--- config.mk ---
export PLATFORM = sky130hd
export DESIGN_NAME = serial_transmitter
export DESIGN_NICKNAME = d
export VERILOG_FILES = /design/src/rtl/ssp_pkg.sv /design/src/rtl/ssp_tx_shift.sv /design/src/rtl/serial_transmitter.sv
export SDC_FILE = /design/constraint.sdc
export NUM_CORES = 1
export LEC_CHECK = 0
export ABC_AREA = 0
export CORE_AREA = 4 4 52 54
export CTS_BUF_LIST = sky130_fd_sc_hd__clkbuf_4 sky130_fd_sc_hd__clkbuf_8
export CTS_CLUSTER_DIAMETER = 150
export DETAILED_ROUTE_END_ITERATION = 8
export DIE_AREA = 0 0 56 58
export GPL_ROUTABILITY_DRIVEN = 1
export PLACE_DENSITY = 0.68
export SYNTH_ARGS = -nofsm -noshare
export SYNTH_HDL_FRONTEND = slang
export SYNTH_HIERARCHICAL = 1
export SYNTH_SLANG_ARGS = --single-unit
export TNS_END_PERCENT = 1
--- constraint.sdc ---
create_clock -name sspclkin -period 6.06 [get_ports sspclkin]
set_input_delay 1.818 -clock sspclkin [delete_from_list [all_inputs] [get_ports sspclkin]]
set_output_delay 1.818 -clock sspclkin [all_outputs]
set_load 0.02 [all_outputs]
--- src/rtl/ssp_pkg.sv ---
// Shared definitions for the SSP transmit path: FSM encoding, default frame
// width and the bit-counter width helper.
package ssp_pkg;

    localparam int SSP_DATA_WIDTH = 8;

    typedef enum logic [1:0] {
        ST_IDLE  = 2'd0,
        ST_SYNC  = 2'd1,
        ST_SHIFT = 2'd2
    } ssp_state_e;

    // Smallest width able to index DATA_WIDTH bit positions (at least 1).
    function automatic int ssp_clog2(input int value);
        int r;
        r = 1;
        for (int i = 0; i < 31; i++) begin
            if ((1 << i) < value) begin
                r = i + 1;
            end
        end
        return r;
    endfunction

endpackage

--- src/rtl/ssp_tx_shift.sv ---
// Parallel-load / shift-left register with MSB tap and a bit counter that
// flags the LSB cycle and the cycle after it.
module ssp_tx_shift
    import ssp_pkg::*;
#(
    parameter int DATA_WIDTH = SSP_DATA_WIDTH
) (
    input  logic                  clk,
    input  logic                  rst,
    input  logic                  load,
    input  logic                  shift,
    input  logic                  cnt_clr,
    input  logic [DATA_WIDTH-1:0] data,
    output logic                  msb,
    output logic                  last_bit,
    output logic                  past_last
);

    localparam int CNT_W = ssp_clog2(DATA_WIDTH);

    logic [DATA_WIDTH-1:0] shreg;
    logic [CNT_W-1:0]      cnt;

    always_ff @(posedge clk or posedge rst) begin
        if (rst) begin
            shreg <= '0;
            cnt   <= '0;
        end else begin
            if (load) begin
                shreg <= data;
            end else if (shift) begin
                shreg <= {shreg[DATA_WIDTH-2:0], 1'b0};
            end

            // A reload on the LSB edge holds the count; the following edge clears it.
            if (cnt_clr) begin
                cnt <= '0;
            end else if (shift) begin
                cnt <= cnt + 1'b1;
            end
        end
    end

    assign msb       = shreg[DATA_WIDTH-1];
    assign last_bit  = (cnt == CNT_W'(DATA_WIDTH - 2));
    assign past_last = (cnt == CNT_W'(DATA_WIDTH - 1));

endmodule

--- src/rtl/serial_transmitter.sv ---
// SSP transmit half: pulls words from the TX FIFO and sends them MSB-first
// behind a one-cycle frame-sync pulse, chaining frames without idle gaps.
module serial_transmitter
    import ssp_pkg::*;
#(
    parameter int DATA_WIDTH = SSP_DATA_WIDTH
) (
    input  logic                  sspclkin,
    input  logic                  rst_i,
    input  logic                  sse,
    input  logic [DATA_WIDTH-1:0] tx_data,
    input  logic                  tx_valid,
    output logic                  tx_ack,
    output logic                  sspfssout,
    output logic                  ssptxd,
    output logic                  ssp_oe_b,
    output logic                  busy
);

    // Handshake: a word is taken when the FSM samples sse && tx_valid at a
    // rising edge; tx_ack then pulses for exactly one cycle and the FIFO pops
    // on the following edge, so no new capture is allowed while tx_ack is high.

    ssp_state_e state;

    logic start_ok;
    logic sh_load;
    logic sh_shift;
    logic sh_cnt_clr;
    logic sh_msb;
    logic sh_last_bit;
    logic sh_past_last;

    assign start_ok = sse & tx_valid;

    always_comb begin
        sh_load    = 1'b0;
        sh_shift   = 1'b0;
        sh_cnt_clr = 1'b0;
        case (state)
            ST_IDLE: begin
                sh_load = start_ok;
            end
            ST_SYNC: begin
                sh_shift   = 1'b1;
                sh_cnt_clr = 1'b1;
            end
            ST_SHIFT: begin
                // tx_ack high here means the previous edge reloaded a chained frame.
                if (tx_ack) begin
                    sh_shift   = 1'b1;
                    sh_cnt_clr = 1'b1;
                end else if (sh_past_last) begin
                    sh_shift = 1'b0;
                end else if (sh_last_bit && start_ok) begin
                    sh_load = 1'b1;
                end else begin
                    sh_shift = 1'b1;
                end
            end
            default: begin
                sh_load = 1'b0;
            end
        endcase
    end

    ssp_tx_shift #(
        .DATA_WIDTH (DATA_WIDTH)
    ) u_shift (
        .clk       (sspclkin),
        .rst       (rst_i),
        .load      (sh_load),
        .shift     (sh_shift),
        .cnt_clr   (sh_cnt_clr),
        .data      (tx_data),
        .msb       (sh_msb),
        .last_bit  (sh_last_bit),
        .past_last (sh_past_last)
    );

    always_ff @(posedge sspclkin or posedge rst_i) begin
        if (rst_i) begin
            state     <= ST_IDLE;
            tx_ack    <= 1'b0;
            sspfssout <= 1'b0;
            ssptxd    <= 1'b0;
            ssp_oe_b  <= 1'b1;
            busy      <= 1'b0;
        end else begin
            case (state)
                ST_IDLE: begin
                    ssptxd   <= 1'b0;
                    ssp_oe_b <= 1'b1;
                    if (start_ok) begin
                        sspfssout <= 1'b1;
                        tx_ack    <= 1'b1;
                        busy      <= 1'b1;
                        state     <= ST_SYNC;
                    end
                end
                ST_SYNC: begin
                    sspfssout <= 1'b0;
                    tx_ack    <= 1'b0;
                    ssptxd    <= sh_msb;
                    ssp_oe_b  <= 1'b0;
                    state     <= ST_SHIFT;
                end
                ST_SHIFT: begin
                    sspfssout <= 1'b0;
                    tx_ack    <= 1'b0;
                    if (tx_ack) begin
                        ssptxd <= sh_msb;
                    end else if (sh_past_last) begin
                        ssptxd   <= 1'b0;
                        ssp_oe_b <= 1'b1;
                        busy     <= 1'b0;
                        state    <= ST_IDLE;
                    end else begin
                        ssptxd <= sh_msb;
                        // Next frame's sync overlaps the current LSB.
                        if (sh_last_bit && start_ok) begin
                            sspfssout <= 1'b1;
                            tx_ack    <= 1'b1;
                        end
                    end
                end
                default: begin
                    state <= ST_IDLE;
                end
            endcase
        end
    end

endmodule

### Word level (Yosys, flattened, before mapping)

Index checks and enable logic that the tools add are counted.
W data, S select, Z words.

| operators by class | value |
|---|---|
| add/subtract/negate cells | 1 |
| eq/ne operators | 7 |
| mux-type cells | 29 |
| bitwise gates (word level) | 1 |
| reductions and logical operators | 10 |

Operators by type and width:

| cell | count |
|---|---|
| $mux W8 | 2 |
| $mux W1 | 14 |
| $pmux W1 S3 | 3 |
| $pmux W1 S2 | 4 |
| $eq A3 B3 Y1 const B | 2 |
| $mux W2 | 3 |
| $mux W3 | 2 |
| $ne A2 B2 Y1 const B | 3 |
| $pmux W2 S3 | 1 |
| $reduce_and A3 Y1 | 2 |
| $reduce_bool A2 Y1 | 3 |
| $reduce_and A4 Y1 | 1 |
| $add A3 B1 Y3 const B | 1 |
| $reduce_bool A3 Y1 | 1 |
| $eq A2 B1 Y1 const B | 1 |
| $eq A2 B2 Y1 const B | 1 |
| $logic_not A2 Y1 | 1 |
| $reduce_and A2 Y1 | 1 |
| $and A1 B1 Y1 | 1 |
| $logic_and A1 B1 Y1 | 1 |

| word-level totals | value |
|---|---|
| register bits after elaboration | 17 |
| input port bits | 12 |
| logic and storage cells | 55 |

### Longest topological paths before layout

| depth | value |
|---|---|
| depth after elaboration | 8 |
| depth in mapped cells | 9 |
| depth with buffers taken out | 8 |

### Modules after synthesis

The synthesis kept the hierarchy.

Modules (own cells, without submodules):

| module | instances | cells each | area each (µm²) | seq. area each (µm²) |
|---|---|---|---|---|
| ssp_tx_shift | 1 | 49 | 538.0 | 275.3 |
| serial_transmitter | 1 | 46 | 446.7 | 151.4 |

### Least setup slack after synthesis

Ideal clock, no wire load.

| path | value |
|---|---|
| path type | in2reg |
| from | input sse |
| to | register u_shift.shreg[2] |
| setup time | 133 ps |
| data arrival time | 2913 ps |
| required time | 5927 ps |
| slack | 3014 ps |
| stages | 6 |
| path buffers | 1 |
| cell sequence | a31oi_1 > nor3_1 > nor3b_1 > buf_6 > mux2i_1 > o21ai_1 |

| between the ends | value |
|---|---|
| longest elaborated chain between the ends | 7 |
| elaborated cells on any way between the ends | 12 |
| those cells by class | 9 x mux; 1 x bitwise; 2 x reduce/logical |

RTL lines:

| item | RTL line | text |
|---|---|---|
| start: declaration | serial_transmitter.sv:10 | `input logic sse,` |
| $and A1 B1 Y1 | serial_transmitter.sv:34 | `assign start_ok = sse & tx_valid;` |
| $logic_and A1 B1 Y1 | serial_transmitter.sv:55 | `end else if (sh_last_bit && start_ok) begin` |
| $mux W1 | serial_transmitter.sv:55 |  |
| $mux W1 | serial_transmitter.sv:53 | `end else if (sh_past_last) begin` |
| $mux W1 | serial_transmitter.sv:50 | `if (tx_ack) begin` |
| $pmux W1 S2 | serial_transmitter.sv:40 | `case (state)` |
| net sh_shift | serial_transmitter.sv:28 | `logic sh_shift;` |
| $reduce_bool A2 Y1 (no line) | -- |  |
| end signal: assignment | ssp_tx_shift.sv:30 | `shreg <= data;` |
| end signal: assignment | ssp_tx_shift.sv:32 | `shreg <= {shreg[DATA_WIDTH-2:0], 1'b0};` |
| end: declaration | ssp_tx_shift.sv:21 | `logic [DATA_WIDTH-1:0] shreg;` |

The timed path passes the listed nets, and every way through them passes these cells.
A chain may end at the register's enable or synchronous reset.

### Final worst setup path

| path | value |
|---|---|
| from | input sse |
| to | register u_shift.shreg[6] |

Same word-level chain as after synthesis.

==> results.sh <==
export IMPL_vias=710
export IMPL_peakVddDrop_mv=0.2369
export IMPL_worstRegToRegCells=7
export IMPL_antenna_left=0
export IMPL_skew_ns=0.005653
export IMPL_cp_end_kind="flip-flop"
export IMPL_cellLeakagePower_uw=0.0005300
export IMPL_grt_first_pass_wirelength_um=3063
export IMPL_ys_warn_count=6
export IMPL_timing_rr_start="u_shift/cnt[0]"
export IMPL_async_reset_ff_share_pct=100.0
export IMPL_critPathCapture="u_shift/shreg[6]"
export IMPL_crit_start="sse"
export IMPL_run_status="finished, final reports clean"
export IMPL_setup_viol=0
export IMPL_clock_latency_ns=0.29
export IMPL_die_area_um2=3248
export IMPL_num_rows=17
export IMPL_gp_congestion=0.7660
export IMPL_path_depth=6
export IMPL_cpPeakStageDelay_ns=0.86
export IMPL_grt_busiest_layer="met2"
export IMPL_die_w_um=56
export IMPL_relSlewSlack_pct=30.43
export IMPL_grt_max_degree=17
export IMPL_synth_edf_count=0
export IMPL_ys_top_cells_by_count="dfrtp_1 (16), nand2_1 (11), mux2i_1 (10)"
export IMPL_synth_avg_cell_area_um2=10.37
export IMPL_grt_pass1_vias=727
export IMPL_synth_ff_type="dfrtp_1"
export IMPL_drcViolationCount=0
export IMPL_hpwl_um=1313
export IMPL_tritoncts="built"
export IMPL_cellPowerDensity_nw_per_um2=439.3
export IMPL_cts_resized=0
export IMPL_nNetsFinal=132
export IMPL_initial_core_util_pct=44.51
export IMPL_fin_setup_tns_ns=0
export IMPL_synth_top_cells_by_area="dfrtp_1 (41%), ha_1 (10%), mux2i_1 (10%)"
export IMPL_worstPathCellList="clkdlybuf4s50_1, a31oi_1, nor3_1, nor3b_2, mux2i_1, o21ai_0"
export IMPL_crit_type="primary input to flip-flop"
export IMPL_r2r_end="u_shift/shreg[6]"
export IMPL_cts_sinks=17
export IMPL_finalCritPeriodShare_pct=60.78
export IMPL_drv_slew=0
export IMPL_antenna_found_initial=0
export IMPL_clk_pin_slew_ns=0.10
export IMPL_cts_root_buf="clkbuf_4"
export IMPL_synth_ff_latch_count=17
export IMPL_grtUsageMet2_pct=20.37
export IMPL_cts_hold_buffers=0
export IMPL_clk_path_buf_depth=2
export IMPL_first_iter_violations=7
export IMPL_slowest_stage="nor3b_2"
export IMPL_maxCapViolCount=0
export IMPL_ff2ff_setup_slack_ns=3.53
export IMPL_netlist_area_um2=984.7
export IMPL_vias_per_cell=5.108
export IMPL_drive_gt1_share_pct=10.81
export IMPL_whs_ns=0.4778
export IMPL_globalRoute_totalOverflow=0
export IMPL_antenna_cells=0
export IMPL_drt_pass1_iterations=4
export IMPL_port_buffers=16
export IMPL_htree_levels=1
export IMPL_path_buf_inv=1
export IMPL_total_power_uw=516.1
export IMPL_fp_dieH_um=58
export IMPL_gr_usage_met1_pct=14.21
export IMPL_rsz0062_at_grt="no"
export IMPL_wl_per_cell_um=12.40
export IMPL_ios=17
export IMPL_ys_seq_area_share_pct=43.33
export IMPL_synth_cell_types=27
export IMPL_critPathLaunchType="primary input"
export IMPL_tightestPinTransition_ns=1.039
export IMPL_gr_usage_met3_pct=4.900
export IMPL_cts_setup_buffers=0
export IMPL_core_area_um2=2212
export IMPL_synthToLayoutAreaGrowth_pct=19.31
export IMPL_drt_total_wl_um=1723
export IMPL_hp_class="flip-flop to flip-flop"
export IMPL_critical_path_top_delay_family="simple AND/OR/NAND/NOR gates"
export IMPL_yosys_area_top_type="dfrtp_1"
export IMPL_netlist_instances=95
export IMPL_cts_buffers=3
export IMPL_arrival_ns=3.83
export IMPL_synth_top_area_share_pct=40.66
export IMPL_worstPathRequired_ns=6.21
export IMPL_hold_viol=0
export IMPL_fin_crit_ns=3.683
export IMPL_yosysMostFrequentCell="dfrtp_1"
export IMPL_fmax_ghz=0.2715
export IMPL_cp_max_fo=12
export IMPL_synth_nets=115
export IMPL_grt_total_usage_pct=12.01
[per-layer routing]
layer	share of wire, %	wire, um
met4	0.70	12
met5	0	0
met2	46	784
met1	48	822
met3	6.0	104
[worst min path at each step]
stage	start	to	slack [ns]	cells after the start
after CTS	ssp_oe_b	ssp_oe_b	0.48	2
final	ssp_oe_b	ssp_oe_b	0.48	2
after detailed placement	ssp_oe_b	ssp_oe_b	0.47	2
after global routing	ssp_oe_b	ssp_oe_b	0.50	2
after global placement	ssp_oe_b	ssp_oe_b	0.46	2
after floorplan	ssp_oe_b	ssp_oe_b	0.50	2
[cell usage in the layout (no fill, tap or decap), drive strengths merged, types with 2 or more instances in the layout]
master         netlist  routed
clkbuf               0       3
inv                  8       8
clkdlybuf4s50        0      16
nor2                 6       6
a21oi                6       6
nand2b               2       2
a31oi                3       3
nand2               11      11
o21ai                8       8
mux2i               10      10
ha                   8       8
dfrtp               16      16
[layout make-up]
class	count	area, um2
clock buffer	3	22.52
clock inverter	1	5.005
fill	207	1037
inverter	8	30.03
multi-input combinational	66	495.5
sequential	17	426.7
tap	28	35.03
timing repair buffer	16	160.2
[power breakdown]
part	total, uW	switching (uW)	internal, uW
combinational	258	131	127
clock	60.1	35.6	24.6
sequential	198	34.2	164
total	516	201	315
[worst register-to-register path: cells and delay by family, from the launching register on]
kind	cells	cell delay [ns]
AO/OA/AOI/OAI	2	0.28
adder cells (fa/ha/maj)	2	0.44
AND/OR/NAND/NOR	2	0.94
flip-flops	1	0.42
multiplexers	1	0.30
[flip-flops by register name, indices dropped and copies added (netlist names)]
name,cells
sspfssout,1
ssptxd,1
state,2
ssp_oe_b,1
u_shift/cnt,3
u_shift/shreg,8
busy,1
[through the flow]
stage,utilization (%),worst slack [ns],std cells,instance area [um2]
final,53.11,2.377,139,1175
after detailed placement,51.87,2.080,135,1147
after global placement,51.87,2.182,135,1147
after floorplan,-,3.014,95,984.7
after global routing,53.11,2.255,139,1175
after CTS,53.11,2.384,139,1175
[logic make-up (layout without fill, tap and decap cells)]
group	Yosys count	in the layout	share of synthesized area, %
simple gates	24	24	12.33
compound gates	22	22	14.74
flops	17	17	43.33
buf+inv	12	28	6.861
mux	11	11	11.69
fa+ha+maj	8	8	10.17
xor+xnor	1	1	0.8896
No activity file was read; power rests on OpenSTA's default activity.
